### config.mk
export PLATFORM = sky130hd
export DESIGN_NAME = imem_boot_loader_flat
export DESIGN_NICKNAME = d
export VERILOG_FILES = /design/src/rtl/cpu_pkg.sv /design/src/rtl/imem_boot_loader_if.sv /design/src/rtl/loader_word_assembler.sv /design/src/rtl/imem_boot_loader.sv /design/src/flat_wrapper.sv
export SDC_FILE = /design/constraint.sdc
export NUM_CORES = 1
export LEC_CHECK = 0
export CELL_PAD_IN_SITES_DETAIL_PLACEMENT = 2
export CELL_PAD_IN_SITES_GLOBAL_PLACEMENT = 2
export CORE_MARGIN = 4
export CORE_UTILIZATION = 32
export DETAILED_ROUTE_END_ITERATION = 8
export PLACE_DENSITY = 0.81
export SLEW_MARGIN = 25
export SYNTH_ARGS = -nofsm -noshare
export SYNTH_HDL_FRONTEND = slang
export SYNTH_HIERARCHICAL = 1
export SYNTH_SLANG_ARGS = --single-unit
### constraint.sdc
create_clock -name clk -period 2.3 [get_ports clk]
set_input_delay 0.46 -clock clk [delete_from_list [all_inputs] [get_ports clk]]
set_output_delay 0.46 -clock clk [all_outputs]
set_load 0.01 [all_outputs]
### src/rtl/cpu_pkg.sv
// Shared processor-side definitions: loader states and the widths that
// the boot loader, processor and instruction memory agree on.
package cpu_pkg;

  typedef enum logic [2:0] {
    ST_HDR_HI,
    ST_HDR_LO,
    ST_DATA_HI,
    ST_DATA_LO,
    ST_CSUM,
    ST_DONE,
    ST_ERROR
  } loader_state_t;

  localparam int HDR_BYTES = 2;
  localparam int CSUM_W    = 8;
  localparam int WORD_W    = 16;

endpackage

### src/rtl/imem_boot_loader_if.sv
// Byte-stream input and instruction-memory write port of the boot loader.
// The loader is the slave; the host/bench side is the master.
interface imem_boot_loader_if #(
  parameter int ADDR_W = 8
);
  import cpu_pkg::*;

  logic              in_valid;
  logic [7:0]        in_data;
  logic              in_ready;
  logic              imem_we;
  logic [ADDR_W-1:0] imem_addr;
  logic [WORD_W-1:0] imem_wdata;

  modport slave (
    input  in_valid, in_data,
    output in_ready, imem_we, imem_addr, imem_wdata
  );

  modport master (
    output in_valid, in_data,
    input  in_ready, imem_we, imem_addr, imem_wdata
  );

endinterface

### src/rtl/loader_word_assembler.sv
// Pairs high/low stream bytes into words and drives the one-cycle
// instruction memory write along with the word index counter.
module loader_word_assembler
  import cpu_pkg::*;
#(
  parameter int ADDR_W = 8
) (
  input  logic              clk,
  input  logic              reset,
  input  logic              hi_load,
  input  logic              lo_load,
  input  logic              clear,
  input  logic [7:0]        data,
  output logic              we,
  output logic [ADDR_W-1:0] addr,
  output logic [WORD_W-1:0] wdata,
  output logic [ADDR_W:0]   count
);

  logic [7:0] hi_byte;

  // The index advances on the edge that ends the write cycle, so the next
  // low byte (at least two edges later) always sees the updated count.
  always_ff @(posedge clk or negedge reset) begin
    if (!reset) begin
      hi_byte <= '0;
      we      <= 1'b0;
      addr    <= '0;
      wdata   <= '0;
      count   <= '0;
    end else begin
      we <= lo_load;
      if (hi_load) hi_byte <= data;
      if (lo_load) begin
        wdata <= {hi_byte, data};
        addr  <= count[ADDR_W-1:0];
      end
      if (clear)   count <= '0;
      else if (we) count <= count + (ADDR_W+1)'(1);
    end
  end

endmodule

### src/rtl/imem_boot_loader.sv
// Loads a length-prefixed, XOR-checksummed byte stream into instruction
// memory and keeps the processor in reset until a verified load completes.
module imem_boot_loader
  import cpu_pkg::*;
#(
  parameter int ADDR_W    = 8,
  parameter int MAX_WORDS = 256
) (
  input  logic                 clk,
  input  logic                 reset,
  imem_boot_loader_if.slave    bus,
  input  logic                 load_start,
  output logic                 cpu_reset,
  output logic                 load_done,
  output logic                 load_error,
  output logic [ADDR_W:0]      words_loaded
);

  localparam int HDR_W = HDR_BYTES * 8;

  loader_state_t     state, next_state;
  logic [7:0]        len_hi;
  logic [ADDR_W:0]   len_words;
  logic [CSUM_W-1:0] csum;
  logic [HDR_W-1:0]  hdr_len;
  logic [ADDR_W:0]   word_count;
  logic              ready, accept, hi_load, lo_load, restart, last_word;

  assign hdr_len   = {len_hi, bus.in_data};
  assign accept    = bus.in_valid && ready;
  assign last_word = (word_count + (ADDR_W+1)'(1)) == len_words;

  always_ff @(posedge clk or negedge reset) begin
    if (!reset) begin
      state     <= ST_HDR_HI;
      len_hi    <= '0;
      len_words <= '0;
      csum      <= '0;
    end else begin
      state <= next_state;
      if (restart)                        csum <= '0;
      else if (accept && state != ST_CSUM) csum <= csum ^ bus.in_data;
      if (accept && state == ST_HDR_HI) len_hi    <= bus.in_data;
      if (accept && state == ST_HDR_LO) len_words <= hdr_len[ADDR_W:0];
    end
  end

  // Ready depends on state alone; transitions happen only on accepted bytes.
  always_comb begin
    next_state = state;
    ready      = 1'b0;
    hi_load    = 1'b0;
    lo_load    = 1'b0;
    restart    = 1'b0;
    case (state)
      ST_HDR_HI: begin
        ready = 1'b1;
        if (bus.in_valid) next_state = ST_HDR_LO;
      end
      ST_HDR_LO: begin
        ready = 1'b1;
        if (bus.in_valid) begin
          if (hdr_len > HDR_W'(MAX_WORDS)) next_state = ST_ERROR;
          else if (hdr_len == '0)          next_state = ST_CSUM;
          else                             next_state = ST_DATA_HI;
        end
      end
      ST_DATA_HI: begin
        ready   = 1'b1;
        hi_load = bus.in_valid;
        if (bus.in_valid) next_state = ST_DATA_LO;
      end
      ST_DATA_LO: begin
        ready   = 1'b1;
        lo_load = bus.in_valid;
        if (bus.in_valid) next_state = last_word ? ST_CSUM : ST_DATA_HI;
      end
      ST_CSUM: begin
        ready = 1'b1;
        if (bus.in_valid) next_state = (bus.in_data == csum) ? ST_DONE : ST_ERROR;
      end
      ST_DONE, ST_ERROR: begin
        if (load_start) begin
          restart    = 1'b1;
          next_state = ST_HDR_HI;
        end
      end
      default: next_state = ST_HDR_HI;
    endcase
  end

  loader_word_assembler #(
    .ADDR_W (ADDR_W)
  ) u_asm (
    .clk     (clk),
    .reset   (reset),
    .hi_load (hi_load),
    .lo_load (lo_load),
    .clear   (restart),
    .data    (bus.in_data),
    .we      (bus.imem_we),
    .addr    (bus.imem_addr),
    .wdata   (bus.imem_wdata),
    .count   (word_count)
  );

  assign bus.in_ready  = ready;
  assign words_loaded  = word_count;
  assign cpu_reset     = (state != ST_DONE);
  assign load_done     = (state == ST_DONE);
  assign load_error    = (state == ST_ERROR);

endmodule

### src/flat_wrapper.sv
// flat-port wrapper written by rule: the top's interface ports become plain ports
module imem_boot_loader_flat import cpu_pkg::*;
#(
  parameter int ADDR_W    = 8,
  parameter int MAX_WORDS = 256
)
  (clk, reset, load_start, cpu_reset, load_done, load_error, words_loaded, bus_in_valid, bus_in_data, bus_in_ready, bus_imem_we, bus_imem_addr, bus_imem_wdata);
  imem_boot_loader_if #(.ADDR_W(ADDR_W)) bus_i ();
  input  logic clk;
  input  logic reset;
  input  logic load_start;
  output logic cpu_reset;
  output logic load_done;
  output logic load_error;
  output logic [ADDR_W:0] words_loaded;
  input wire logic [$bits(bus_i.in_valid)-1:0] bus_in_valid;
  input wire logic [$bits(bus_i.in_data)-1:0] bus_in_data;
  output wire logic [$bits(bus_i.in_ready)-1:0] bus_in_ready;
  output wire logic [$bits(bus_i.imem_we)-1:0] bus_imem_we;
  output wire logic [$bits(bus_i.imem_addr)-1:0] bus_imem_addr;
  output wire logic [$bits(bus_i.imem_wdata)-1:0] bus_imem_wdata;
  assign bus_i.in_valid = bus_in_valid;
  assign bus_i.in_data = bus_in_data;
  assign bus_in_ready = bus_i.in_ready;
  assign bus_imem_we = bus_i.imem_we;
  assign bus_imem_addr = bus_i.imem_addr;
  assign bus_imem_wdata = bus_i.imem_wdata;
  imem_boot_loader #(.ADDR_W(ADDR_W), .MAX_WORDS(MAX_WORDS)) u_core (.clk(clk), .reset(reset), .bus(bus_i), .load_start(load_start), .cpu_reset(cpu_reset), .load_done(load_done), .load_error(load_error), .words_loaded(words_loaded));
endmodule
Word level (Yosys, flattened, before mapping). Index checks and enable logic that the tools add are counted.

Flip-flop bits (word level): 70. Input bits: 12. Output and inout bits: 38. Word-level logic and storage cells: 59.

Add/sub/neg operators: 1. Magnitude comparators: 1. Eq/ne operators: 16. Mux-type cells: 20. Bitwise logic cells: 1. Reduce and logical (&&, ||, !) cells: 11.

Operator list (number): 2-to-1 mux 3 bit (9); 2-to-1 mux 9 bit (2); case mux 3 bit (6 select lines) (1); greater-than comparator 16 x 9 -> 1 bit (second input constant) (1); zero test 16 bit (1); 2-to-1 mux 8 bit (2); != test 2 bit (second input constant) (6); adder 9 x 1 -> 9 bit (second input constant) (1); == test 3 bit (second input constant) (3); == test 9 bit (1); == test 8 bit (1); bitwise XOR 8 bit (1); == test 3 x 2 -> 1 bit (second input constant) (2); != test 3 bit (second input constant) (2); AND reduction 6 bit (1); 2-to-1 mux 1 bit (5); OR reduction 5 bit (1); logical AND 1 bit (4); nonzero test 2 bit (2); == test 3 x 1 -> 1 bit (second input constant) (1); zero test 3 bit (1); 2-to-1 mux 2 bit (1); OR reduction 2 bit (1).

Longest topological paths before layout.
Word-level depth: 7. Depth in mapped cells: 8. Gate-level depth less buffers: 6.

Cells and area by module. Netlist, hierarchy kept.

Modules (own cells, without submodules): loader_word_assembler (instances 1, cells an instance 112, area each 1650.3 um^2, sequential area each 1051.0 um^2); imem_boot_loader (instances 1, cells an instance 155, area each 1600.3 um^2, sequential area each 700.7 um^2).

Least setup slack after synthesis. No wires, ideal clock.

Path type: register -> register. Start point: register u_core.u_asm.count[0]. End point: register u_core.state[1]. Library setup time: 126 ps. Arrival: 2329 ps. Required time: 2174 ps. Slack: -154 ps. Stages on the path, launching flop included: 7. Buffers on the path: 0. Period minus slack after synthesis: 2454 ps. Cells stage by stage: dfrtp_1 ha_1 nand2_1 or3_1 a2111oi_0 or4b_1 a221o_1.

Cells in the longest elaborated chain, start to end: 5.

RTL lines: start, declared (line loader_word_assembler.sv:17) `output logic [ADDR_W:0] count`; start signal, assigned (line loader_word_assembler.sv:39) `else if (we) count <= count + (ADDR_W+1)'(1);`; adder 9 x 1 -> 9 bit (line imem_boot_loader.sv:31) `assign last_word = (word_count + (ADDR_W+1)'(1)) == len_words;`; == test 9 bit (line imem_boot_loader.sv:31); 2-to-1 mux 3 bit (2 in a row) (line imem_boot_loader.sv:76) `if (bus.in_valid) next_state = last_word ? ST_CSUM : ST_DATA_HI;`; case mux 3 bit (6 select lines) (line imem_boot_loader.sv:55) `case (state)`; end signal, assigned (line imem_boot_loader.sv:40) `state <= next_state;`; end, declared (line imem_boot_loader.sv:21) `loader_state_t state, next_state;`.

No other way between the ends. The select of a mux whose other input is x is not followed. A chain may end at the register's enable or synchronous reset.

Final worst setup path. Ends and elaborated chain as after synthesis.

==> out/qor.csv <==
metric,value,unit
status,completed,
Worst EP required,2.53,ns
Post-Synth XOR/XNOR Area,0.0862,
area grow syn2layout,38.2,%
vias in the first global route,2920,
"EDFF count, synth",0,
synth top area cells,"dfrtp_1 (54%), mux2_2 (14%), xor2_1 (5.7%)",
hpwl dp,7050,um
power density cells,1320,mW/mm^2
# nets final,373,
"Min Clock Period, post-route",2.26,ns
Inserted Diodes,0,
"Remaining Overflow, GRT",0,
fin util,0.458,
Syn Std Cell Area,0.00325,sq mm
Reg-to-Reg End,u_core/state[1],
Hold Crit Class,in2async,
Placer Congestion,0.789,
Leak Pwr,0.00189,uW
Yosys top cell by area,dfrtp_1,
multiplexer area fraction after synthesis,0.173,
Critical Setup Path Class,reg2reg,
cells after synthesis,267,
chip width,109,um
Worst-Skew Late Latency,0.35,ns
Yosys Warn Count,6,
Via Count,2524,
crit-path max FO,2,
critical path arrival,2.49,ns
Simple-Gate Fraction of Synth Area,0.110,
clk root buf,clkbuf_8,
initial antenna violation count,0,
hold_ws,0.110,ns
flop2flop setup slack,0.04,ns
Mapped Nets,281,
Synth Flop Type,dfrtp_1,
vias per cell,5.09,
largest net degree at the start of global routing,71,
final-report hold violation count,0,
syn_area_per_cell,12.2,sq um
Routed Antenna Nets,0,
layout cells sized above 1,0.328,
Synth Area in Compound Gates,0.0627,
clock transition at the registers of the reported paths,0.08,ns
register area share after synthesis,0.539,
largest family of logic cells by synthesized area,multiplexers,
max_slew headroom,0.722,
Iteration-0 DRC Markers,68,
TritonRoute pass-1 iters,4,
Worst-Margin Slew,0.415,ns
max cap viols,0,
CTS tree,yes,
port bufs,49,
post-DR wirelength/cell,20.8,um
starting density of the core,0.331,
RSZ-0062 raised after global routing,yes,
reg-to-reg startpoint,u_core/u_asm/count[0],
clk_skew,0.00494,ns
crit share post-route,0.983,
Synth Area in Adders,0.0108,
die area,0.0118,sq mm
R2R cell count,6,
core area,0.00982,sq mm
final WL,10300,um
critical path launch point type,flop,
Async SR Flop Fraction,1.00,
worst vdd ir,0.633,mV
final number of max-transition violations,0,
Tot Pwr,5940,uW
worst-case clock buffer depth,2,
# fillers,1032,
CP endpoint kind,flop,
count of unique library cells instantiated by Yosys,44,
# rows,36,
CTS sink cnt,70,
DR DRC count,0,
Die Y-Extent,109,um
H-tree lvl count,3,
CTS buffer count,9,
global-route wire length before repair,16400,um
Seq cells post-synth,70,
fmax,442,MHz
CTS Hold Buffers Added,0,
Synth top area share,0.539,
final count of negative-setup-slack endpoints,0,
gr usage total,0.186,
Ports,50,
## cell families (layout without fill, tap and decap cells)
kind of cell / count (synthesis) / after routing
compound gates: 29 / 29
buf+inv: 14 / 110
xor+xnor: 32 / 32
mux: 50 / 50
flops: 70 / 70
simple gates: 69 / 69
fa+ha+maj: 3 / 3
## repair_timing
item | CTS | global route
gates resized for setup | 14 | 6
endpoints found under the setup margin | 3 | 3
pin swaps | 3 | 2
setup buffers | 2 | 0
## area by class of cell
class | count | area, sq um | area share
sequential | 70 | 1760 | 0.391
multi-input combinational | 183 | 1520 | 0.339
timing repair buffer | 91 | 836 | 0.186
tap | 133 | 166 | 0.0370
clock buffer | 10 | 138 | 0.0306
clock inverter | 5 | 58.8 | 0.0131
inverter | 4 | 15.0 | 0.00334
## synth_stat cells (4+ instances only)
| cell type | count |
|---|---|
| a21oi_1 | 7 |
| clkbuf_1 | 6 |
| dfrtp_1 | 70 |
| mux2_1 | 8 |
| mux2_2 | 41 |
| nand2_1 | 18 |
| nand2b_1 | 4 |
| nand3_1 | 4 |
| nor2_1 | 17 |
| nor4_1 | 5 |
| o21ai_0 | 7 |
| or3_1 | 4 |
| xnor2_1 | 11 |
| xor2_1 | 21 |
## layout by cell type (no fill, tap or decap), types with 3 or more instances in the layout
| cell | n |
|---|---|
| dfrtp_1 | 65 |
| clkdlybuf4s50_1 | 47 |
| mux2_2 | 41 |
| buf_4 | 38 |
| xor2_1 | 20 |
| nor2_1 | 17 |
| nand2_1 | 17 |
| xnor2_1 | 11 |
| clkbuf_8 | 10 |
| mux2_1 | 8 |
| a21oi_1 | 7 |
| o21ai_0 | 5 |
| nor4_1 | 5 |
| dfrtp_2 | 5 |
| nand3_1 | 4 |
| inv_1 | 3 |
| nand2b_1 | 3 |
| nand4_1 | 3 |
| or3_1 | 3 |
## power by group
| part | leakage [uW] | total, uW | internal, uW | switching, uW |
|---|---|---|---|---|
| Combinational | 0.000941 | 2670 | 1440 | 1230 |
| Clock | 0.0000948 | 1020 | 526 | 493 |
| Sequential | 0.000859 | 2250 | 1800 | 447 |
## through the flow
step	setup TNS [ns]	std cells	cell area, sq um	setup WS [ns]
final	0	496	4490	0.0384
after global routing	-0.00642	496	4490	-0.00642
after CTS	0	496	4470	0.0320
after detailed placement	-0.185	479	4200	-0.119
after global placement	-0.128	479	4200	-0.128
after floorplan	0	267	3270	0.0201
## state kept, by name (all words and copies together), names as in the netlist
| signal | flops |
|---|---|
| u_core/state | 3 |
| u_core/csum | 8 |
| u_core/u_asm/hi_byte | 8 |
| u_core/len_words | 9 |
| u_core/u_asm/we | 1 |
| u_core/u_asm/count | 9 |
| u_core/u_asm/wdata | 16 |
| u_core/len_hi | 8 |
| u_core/u_asm/addr | 8 |
## worst max-delay path by stage
stage,start,end,slack (ns),depth (start not counted)
floorplan,u_core/u_asm/count[0],u_core/state[1],0.02,6
global placement,bus_in_data[6],u_core/state[1],-0.13,7
detailed placement,u_core/u_asm/count[5],u_core/state[1],-0.12,6
CTS,u_core/u_asm/count[0],u_core/state[1],0.03,6
global route,u_core/u_asm/count[0],u_core/state[1],-0.006,6
finish,u_core/u_asm/count[0],u_core/state[1],0.04,6
## critical path, cell delays in order, from the launching register on
cell       delay (ns)
dfrtp_2          0.40
ha_4             0.15
nand2_2          0.06
or3_4            0.38
a2111oi_4        0.29
or4b_4           0.53
a221o_1          0.34
## layer usage
layer | global-route usage | wire (um) | up-vias
li1 | - | - | 1131
met1 | 0.216 | 4220 | 1323
met2 | 0.338 | 5580 | 51
met3 | 0.0314 | 266 | 19
met4 | 0.0803 | 256 | 0
met5 | 0 | 0 | -
(Power assumes the default switching activity.)
